### src/rtl/oneshot_timer_arbiter_pkg.sv
// oneshot_timer_arbiter_pkg: state encoding shared by the one-shot timer arbiter.
package oneshot_timer_arbiter_pkg;

    typedef logic [1:0] state_t;

    localparam state_t IDLE = 2'd0;
    localparam state_t RUN  = 2'd1;
    localparam state_t DONE = 2'd2;

endpackage

### src/rtl/oneshot_timer_arbiter_rr_arbiter.sv
// rr_arbiter: combinational round-robin pick; search starts just above the last winner.
module rr_arbiter #(
    parameter int N  = 4,
    parameter int IW = $clog2(N)
) (
    input  logic [N-1:0]  req,
    input  logic [IW-1:0] last,
    output logic [N-1:0]  gnt,
    output logic [IW-1:0] idx
);

    // Second pass overrides the wrap-around choice when a requester sits above last.
    always_comb begin
        idx = '0;
        for (int i = N - 1; i >= 0; i--)
            if (req[i]) idx = IW'(i);
        for (int i = N - 1; i >= 0; i--)
            if (req[i] && i > int'(last)) idx = IW'(i);
        gnt = (req != '0) ? (N'(1) << idx) : '0;
    end

endmodule

### src/rtl/oneshot_timer_arbiter.sv
// oneshot_timer_arbiter: one shared down-counting delay timer granted round-robin
// to CHANNELS requesters, returning a one-cycle done pulse to the owner on expiry.
module oneshot_timer_arbiter
    import oneshot_timer_arbiter_pkg::*;
#(
    parameter int CHANNELS = 4,
    parameter int BITS     = 8,
    parameter int ID_BITS  = 2
) (
    input  logic                     clk,
    input  logic                     rst,
    input  logic                     tick,
    input  logic [CHANNELS-1:0]      req,
    input  logic [CHANNELS*BITS-1:0] delay,
    input  logic [CHANNELS-1:0]      abort,
    output logic [CHANNELS-1:0]      ack,
    output logic [CHANNELS-1:0]      done,
    output logic                     busy,
    output logic [ID_BITS-1:0]       grant_id,
    output logic [BITS-1:0]          remaining
);

    state_t                state_q, state_d;
    logic [BITS-1:0]       cnt_q, cnt_d;
    logic [ID_BITS-1:0]    grant_q, grant_d;
    logic [ID_BITS-1:0]    last_q, last_d;
    logic [CHANNELS-1:0]   ack_q, ack_d;
    logic [CHANNELS-1:0]   done_q, done_d;
    logic [CHANNELS-1:0]   win_oh;
    logic [ID_BITS-1:0]    win_idx;
    logic [BITS-1:0]       win_delay;

    rr_arbiter #(.N(CHANNELS), .IW(ID_BITS)) u_arb (
        .req  (req),
        .last (last_q),
        .gnt  (win_oh),
        .idx  (win_idx)
    );

    assign win_delay = delay[win_idx*BITS +: BITS];

    // done is raised on the RUN->DONE edge so it is visible exactly while in DONE.
    always_comb begin
        state_d = state_q;
        cnt_d   = cnt_q;
        grant_d = grant_q;
        last_d  = last_q;
        ack_d   = '0;
        done_d  = '0;
        if (state_q == IDLE) begin
            if (req != '0) begin
                cnt_d   = win_delay;
                grant_d = win_idx;
                last_d  = win_idx;
                ack_d   = win_oh;
                state_d = RUN;
            end
        end else if (state_q == RUN) begin
            if (abort[grant_q]) begin
                state_d = IDLE;
            end else if (cnt_q == '0) begin
                state_d = DONE;
                done_d  = CHANNELS'(1) << grant_q;
            end else if (tick) begin
                cnt_d = cnt_q - 1'b1;
            end
        end else begin
            state_d = IDLE;
        end
    end

    always_ff @(posedge clk or negedge rst) begin
        if (!rst) begin
            state_q <= IDLE;
            cnt_q   <= '0;
            grant_q <= '0;
            last_q  <= ID_BITS'(CHANNELS - 1);
            ack_q   <= '0;
            done_q  <= '0;
        end else begin
            state_q <= state_d;
            cnt_q   <= cnt_d;
            grant_q <= grant_d;
            last_q  <= last_d;
            ack_q   <= ack_d;
            done_q  <= done_d;
        end
    end

    assign ack       = ack_q;
    assign done      = done_q;
    assign busy      = state_q != IDLE;
    assign grant_id  = grant_q;
    assign remaining = cnt_q;

endmodule

### config.mk
export PLATFORM = sky130hd
export DESIGN_NAME = oneshot_timer_arbiter
export DESIGN_NICKNAME = d
export VERILOG_FILES = /design/src/rtl/oneshot_timer_arbiter_pkg.sv /design/src/rtl/oneshot_timer_arbiter_rr_arbiter.sv /design/src/rtl/oneshot_timer_arbiter.sv
export SDC_FILE = /design/constraint.sdc
export NUM_CORES = 1
export LEC_CHECK = 0
export ABC_CLOCK_PERIOD_IN_PS = 5600
export CORE_MARGIN = 2
export CORE_UTILIZATION = 26
export CTS_CLUSTER_SIZE = 28
export DETAILED_ROUTE_END_ITERATION = 7
export PLACE_DENSITY_LB_ADDON = 0.05
export RECOVER_POWER = 50
export SYNTH_ARGS = -nofsm -noshare
export SYNTH_HDL_FRONTEND = slang
export SYNTH_SLANG_ARGS = --single-unit
export TNS_END_PERCENT = 5
### constraint.sdc
create_clock -name clk -period 5.6 [get_ports clk]
set_input_delay 1.4 -clock clk [delete_from_list [all_inputs] [get_ports clk]]
set_output_delay 1.4 -clock clk [all_outputs]
set_load 0.01 [all_outputs]
# Word-level counts from Yosys, hierarchy flattened
# Cells that the tools add are included.
[word_totals]
input_bits = 43
out_inout_bits = 19
reg_bits = 22
word_cells = 57
[op_classes]
magnitude_cmp = 4
n_reduce_logical = 12
addsub = 1
n_mux = 26
eq_ne = 5
n_shift = 3
[ops]
columns = ["op", "count"]
rows = [
  ["$mux 8", 6],
  ["$shiftx 32x6->8", 1],
  ["$mux 2", 12],
  ["$mux 4", 6],
  ["$logic_not 8->1", 1],
  ["$shl 1x2->4 const A", 2],
  ["$sub 8x1->8 const B", 1],
  ["$reduce_bool 2->1", 3],
  ["$reduce_and 5->1", 1],
  ["$gt 2x2->1 const A", 2],
  ["$ne 2x2->1 const B", 2],
  ["$ne 4x2->1 const B", 1],
  ["$reduce_and 2->1", 2],
  ["$reduce_bool 4->1", 1],
  ["$logic_and 1x1->1", 3],
  ["$lt 2x3->1 const B", 1],
  ["$bmux 1 s2", 1],
  ["$eq 2x1->1 const B", 1],
  ["$gt 1x2->1 const A", 1],
  ["$logic_not 2->1", 1],
  ["$ne 2x1->1 const B", 1],
  ["$mux 1", 1],
]

# Longest topological paths before layout
[depth]
word_depth = 10
depth_mapped = 9
mapped_depth_nobuf = 8

# Hierarchy
# Synthesis repeated with hierarchy kept, for this count alone.
[unflattened]
cells_unflattened = 146
area_unflattened_um2 = 1505.2
[modules_own_cells]
columns = ["mod", "cells_each", "area_per_inst_um2", "n_inst", "seq_area_each_um2"]
rows = [
  ["oneshot_timer_arbiter", 119, 1326.3, 1, 553.0],
  ["rr_arbiter", 27, 178.9, 1, 0.0],
]

# Least setup slack after synthesis
# OpenSTA, ideal clock, no wires.
[synth_timing]
path_type = "input -> register"
from = "in req[1]"
to = "reg cnt_q[1], in the netlist remaining[1]"
setup_time_ns = 0.073
required_time_ns = 5.527
stages = 6
path_buffers = 1
arrival_time_ns = 2.716
path_slack_ns = 2.811
cell_sequence = "or2_1 a311oi_2 buf_2 nor2_1 a221oi_2 a2bb2oi_2"
[synth_between]
elab_chain_len = 8
elab_cells_between_ends = 12
cone_classes = "eq/ne (1); shift (1); mux (7); reduce/logical (3)"
[synth_lines]
columns = ["element", "line_no", "source"]
rows = [
  ["from (decl)", "oneshot_timer_arbiter.sv:13", "input logic [CHANNELS-1:0] req,"],
  ["$mux 2 (2 in a row)", "oneshot_timer_arbiter_rr_arbiter.sv:16", "if (req[i]) idx = IW'(i);"],
  ["$mux 2 (3 in a row)", "oneshot_timer_arbiter_rr_arbiter.sv:18", "if (req[i] && i > int'(last)) idx = IW'(i);"],
  ["$shiftx 32x6->8", "oneshot_timer_arbiter.sv:40", "assign win_delay = delay[win_idx*BITS +: BITS];"],
  ["$mux 8", "oneshot_timer_arbiter.sv:51", "if (req != '0) begin"],
  ["$mux 8", "oneshot_timer_arbiter.sv:50", "if (state_q == IDLE) begin"],
  ["to (signal assigned)", "oneshot_timer_arbiter.sv:82", "cnt_q <= cnt_d;"],
  ["to (decl)", "oneshot_timer_arbiter.sv:24", "logic [BITS-1:0] cnt_q, cnt_d;"],
]
# Parallel ways exist; a longest one is shown, timed or not. The select of a mux whose other input is x is not followed.
# A chain may end at the register's enable or synchronous reset.

# Worst setup path after layout
[layout_timing]
from = "reg state_q[0]"
to = "out busy"
[layout_between]
elab_chain_len = 1
[layout_lines]
columns = ["element", "line_no", "source"]
rows = [
  ["from (decl)", "oneshot_timer_arbiter.sv:23", "state_t state_q, state_d;"],
  ["from (signal assigned)", "oneshot_timer_arbiter.sv:81", "state_q <= state_d;"],
  ["$reduce_bool 2->1", "oneshot_timer_arbiter.sv:92", "assign busy = state_q != IDLE;"],
  ["to (decl)", "oneshot_timer_arbiter.sv:18", "output logic busy,"],
]
# Every way passes these cells.

==> impl_metrics.csv <==
group,metric,value,unit
power_and_ir_drop,p_per_area,469,mW/mm^2
drt,routed_via_density,5.08,
timing,skew,0.00436,ns
critical_path,cp-start-kind,"register",
global_routing,antenna_found_initial,0,
yosys,yosysTopAreaCellShare,35.0,%
critical_path,end_kind,"primary output",
critical_path,cp_data_arrival_time,2.27,ns
yosys,yosysWarningCount,0,
critical_path,cp-startpoint,"state_q[0]$_DFFE_PN0P_",
place,place_inst,284,
floorplanning,core,0.00541,mm^2
critical_path,r2r_end,"remaining[3]$_DFFE_PN0P_",
critical_path,worstSetupPathType,"reg2out",
timing,maxSlewHeadroom,32.1,%
critical_path,endpoint,"busy",
yosys,synthCells,159,
clock_network,cts.clk_slew.worst_paths,0.08,ns
drt,vias,1463,
critical_path,worst-path-stages,3,
yosys,synthArstFlopShare,100,%
clock_network,ctsHoldBuffers,0,
floorplanning,die_h,78.2,um
final_layout,final_nets,261,
yosys,yosys.cell_types.count,49,
clock_network,root_buffer,"clkbuf_8",
yosys,synth_top_area_cell,"dfrtp_1",
critical_path,crit_fanout,13,
yosys,ys.flop_type,"dfrtp_1",
timing,fmax,0.273,GHz
floorplanning,ios,62,
drt,ant_nets,0,
timing,tightest_slew,1.02,ns
timing,period_needed,3.67,ns
clock_network,cts_tree,"yes",
power_and_ir_drop,leakagePower,0.000849,uW
final_layout,areaGrowthSynthToFinish,51.1,%
place,portBuffers,61,
yosys,synth-compound-area-share,26.2,%
yosys,synth_nets,203,
yosys,synth-edff-count,0,
critical_path,reg2regPathDepth,6,
global_routing,grt_use_total,15.0,%
power_and_ir_drop,ir_drop,194,uV
yosys,synthXorXnorAreaFrac,0,%
final_layout,drive_gt1_share,8.80,%
yosys,synth.area.mux_share,5.25,%
yosys,synth_top_family_by_area,"compound AO/OA/AOI/OAI gates",
critical_path,max_stage_delay,0.60,ns
critical_path,critPathBufInv,2,
global_routing,grt_pass1_vias,1450,
floorplanning,row_count,27,
clock_network,cts_buffers,3,
floorplanning,start_util,26.5,%
final_layout,n_antenna_cell,0,
floorplanning,die_area,0.00611,mm^2
timing,rsz0062_at_grt,"false",
yosys,synth-seq-area-share,38.7,%
drt,dr.pass1.iters,4,
yosys,syn-cell-area,0.00143,mm^2
timing,hold_violations,0,
global_routing,grt.overflow.total,0,
critical_path,crit_slowest_cell,"nor2_1",
clock_network,cts.htree.levels,1,
timing,setup_viol,0,
clock_network,cts_sinks,22,
clock_network,ctsResizeCount,0,
critical_path,crit_chain,"nor2_1 > inv_1 > clkdlybuf4s50_1",
yosys,syn_avg_cell_area,8.99,um^2
timing,fin_crit_sh,65.5,%
outcome,status,"complete, no violations",
global_routing,grt_max_degree,23,
final_layout,stdcell_count,288,
yosys,yosys.area_share.simple,24.3,%
drt,route.detailed.drc,0,
floorplanning,dieWidth,78.2,um
hold_path,hp-class,"reg2reg",
critical_path,r2r_start,"state_q[0]$_DFFE_PN0P_",
global_routing,grt_first_pass_wirelength,7.24,mm
final_layout,multiInputGateArea,810,um^2
timing,hold_ws,0.558,ns
timing,final_max_slew_viol_count,0,
clock_network,cts_setup_buffers,0,
yosys,synthTopCellsByArea,"dfrtp_1, o21ai_0, dfstp_2",
clock_network,clk_latency,0.26,ns
yosys,synth_fa_ha_area_share,0.875,%
drt,routed_wl,4.45,mm
final_layout,fill_cells,553,
timing,finalSetupTns,0,ns
yosys,synth-seq-cells,22,
place,post-dp-hpwl,3.49,mm
critical_path,path_delay_family,"buffers and inverters",
place,place.gp.congestion,0.909,
clock_network,clock_path_buffers,2,
run,drv_cap,0,
drt,wl_per_cell,15.5,um
critical_path,rrSetupSlack,2.60,ns
final_layout,seqCellArea,553,um^2
critical_path,worstPathRequired,4.20,ns
drt,drt_iter0_drc,140,
worst reg2reg max path, cell delays in order (launching register included):
cell and delay, ns:
dfrtp_1 0.40, nor2_1 0.60, inv_1 0.42, a21oi_1 0.79, or2_4 0.29, o21ai_1 0.07
a221o_1 0.31
report_power, final:
group          total (uW)  switching [uW]  internal (uW)  leakage (uW)
logic                 562             296            266      0.000542
clock network         150            54.4           95.5     0.0000357
registers             302            78.8            223      0.000272
total                1010             429            585      0.000849
how the worst min path moves through the flow:
stage,from,endpoint,slack [ns],depth (start not counted)
after floorplan,last_q[0]$_DFFE_PN1P_,last_q[0]$_DFFE_PN1P_,0.51,2
after global placement,last_q[0]$_DFFE_PN1P_,last_q[0]$_DFFE_PN1P_,0.53,2
after detailed placement,last_q[0]$_DFFE_PN1P_,last_q[0]$_DFFE_PN1P_,0.54,2
after CTS,last_q[0]$_DFFE_PN1P_,last_q[0]$_DFFE_PN1P_,0.56,2
after global routing,last_q[0]$_DFFE_PN1P_,last_q[0]$_DFFE_PN1P_,0.58,2
final,last_q[0]$_DFFE_PN1P_,last_q[0]$_DFFE_PN1P_,0.56,2
per-stage QoR:
| step | instance area (um^2) | utilization [%] | worst slack, ns | total power (uW) |
|---|---|---|---|---|
| 2_1_floorplan | 1430 | - | 2.81 | 652 |
| 3_3_place_gp | 2090 | 38.7 | 1.91 | 862 |
| 3_5_place_dp | 2090 | 38.7 | 1.84 | 870 |
| 4_1_cts | 2160 | 40.0 | 1.91 | 1030 |
| 5_1_grt | 2160 | 40.0 | 1.77 | 1100 |
| 6_report | 2160 | 40.0 | 1.93 | 1010 |
per-layer routing:
metal  share of wire, %  global-route usage, %  routed length [um]  up-vias
li1                   -                      -                   -      711
met1                 45                   20.4                2000      682
met2                 48                   23.7                2120       66
met3                6.6                   2.99                 293        4
met4               0.72                   5.09                  32        0
met5                  0                      0                   0        -
cells in the mapped netlist, types with 4 or more instances:
cell and number:
a21oi_1 10, nand4_1 4, nand2_1 13, nor2_1 14, dfrtp_1 20, o21ai_0 11, a21o_1 4, inv_1 7
nor3_1 9, nand3_1 4, clkbuf_1 4
state kept, by name, summed over array words and instances (netlist names):
name       cells
last_q         2
ack            4
remaining      8
state_q        2
grant_id       2
done           4
layout make-up:
class,instances,share of cell area (%)
Clock buffer,3,1.91
Clock inverter,1,1.39
Inverter,7,1.22
Multi-Input combinational cell,122,37.5
Sequential cell,22,25.6
Tap cell,72,4.17
Timing Repair Buffer,61,28.3
cells in the final DEF, fill, tap and decap left out, types with 2 or more instances in the layout:
cell type / netlist / routed
a21o_1: 4 / 4
a21oi_1: 10 / 10
a221o_1: 2 / 2
a311o_1: 2 / 2
a311oi_1: 2 / 2
a32oi_1: 2 / 2
and3_1: 2 / 2
clkbuf_8: 0 / 3
clkdlybuf4s50_1: 0 / 54
dfrtp_1: 20 / 20
dfstp_2: 2 / 2
dlygate4sd3_1: 0 / 7
inv_1: 7 / 7
mux2_1: 1 / 2
mux2_2: 3 / 2
mux2i_1: 3 / 3
nand2_1: 13 / 13
nand3_1: 4 / 4
nand4_1: 4 / 4
nor2_1: 14 / 14
nor2b_1: 3 / 3
nor3_1: 9 / 9
nor3b_2: 2 / 2
o211ai_1: 2 / 2
o21a_1: 2 / 2
o21ai_0: 11 / 11
o21ai_1: 3 / 3
o221ai_1: 2 / 2
or2_2: 2 / 2
logic make-up after synthesis:
| logic type | count (synthesis) |
|---|---|
| AND/OR/NAND/NOR | 62 |
| adder cells (fa/ha/maj) | 1 |
| AO/OA/AOI/OAI | 52 |
| multiplexers | 7 |
| buffers and inverters | 15 |
| flip-flops | 22 |
No activity file was read; power rests on OpenSTA's default activity.
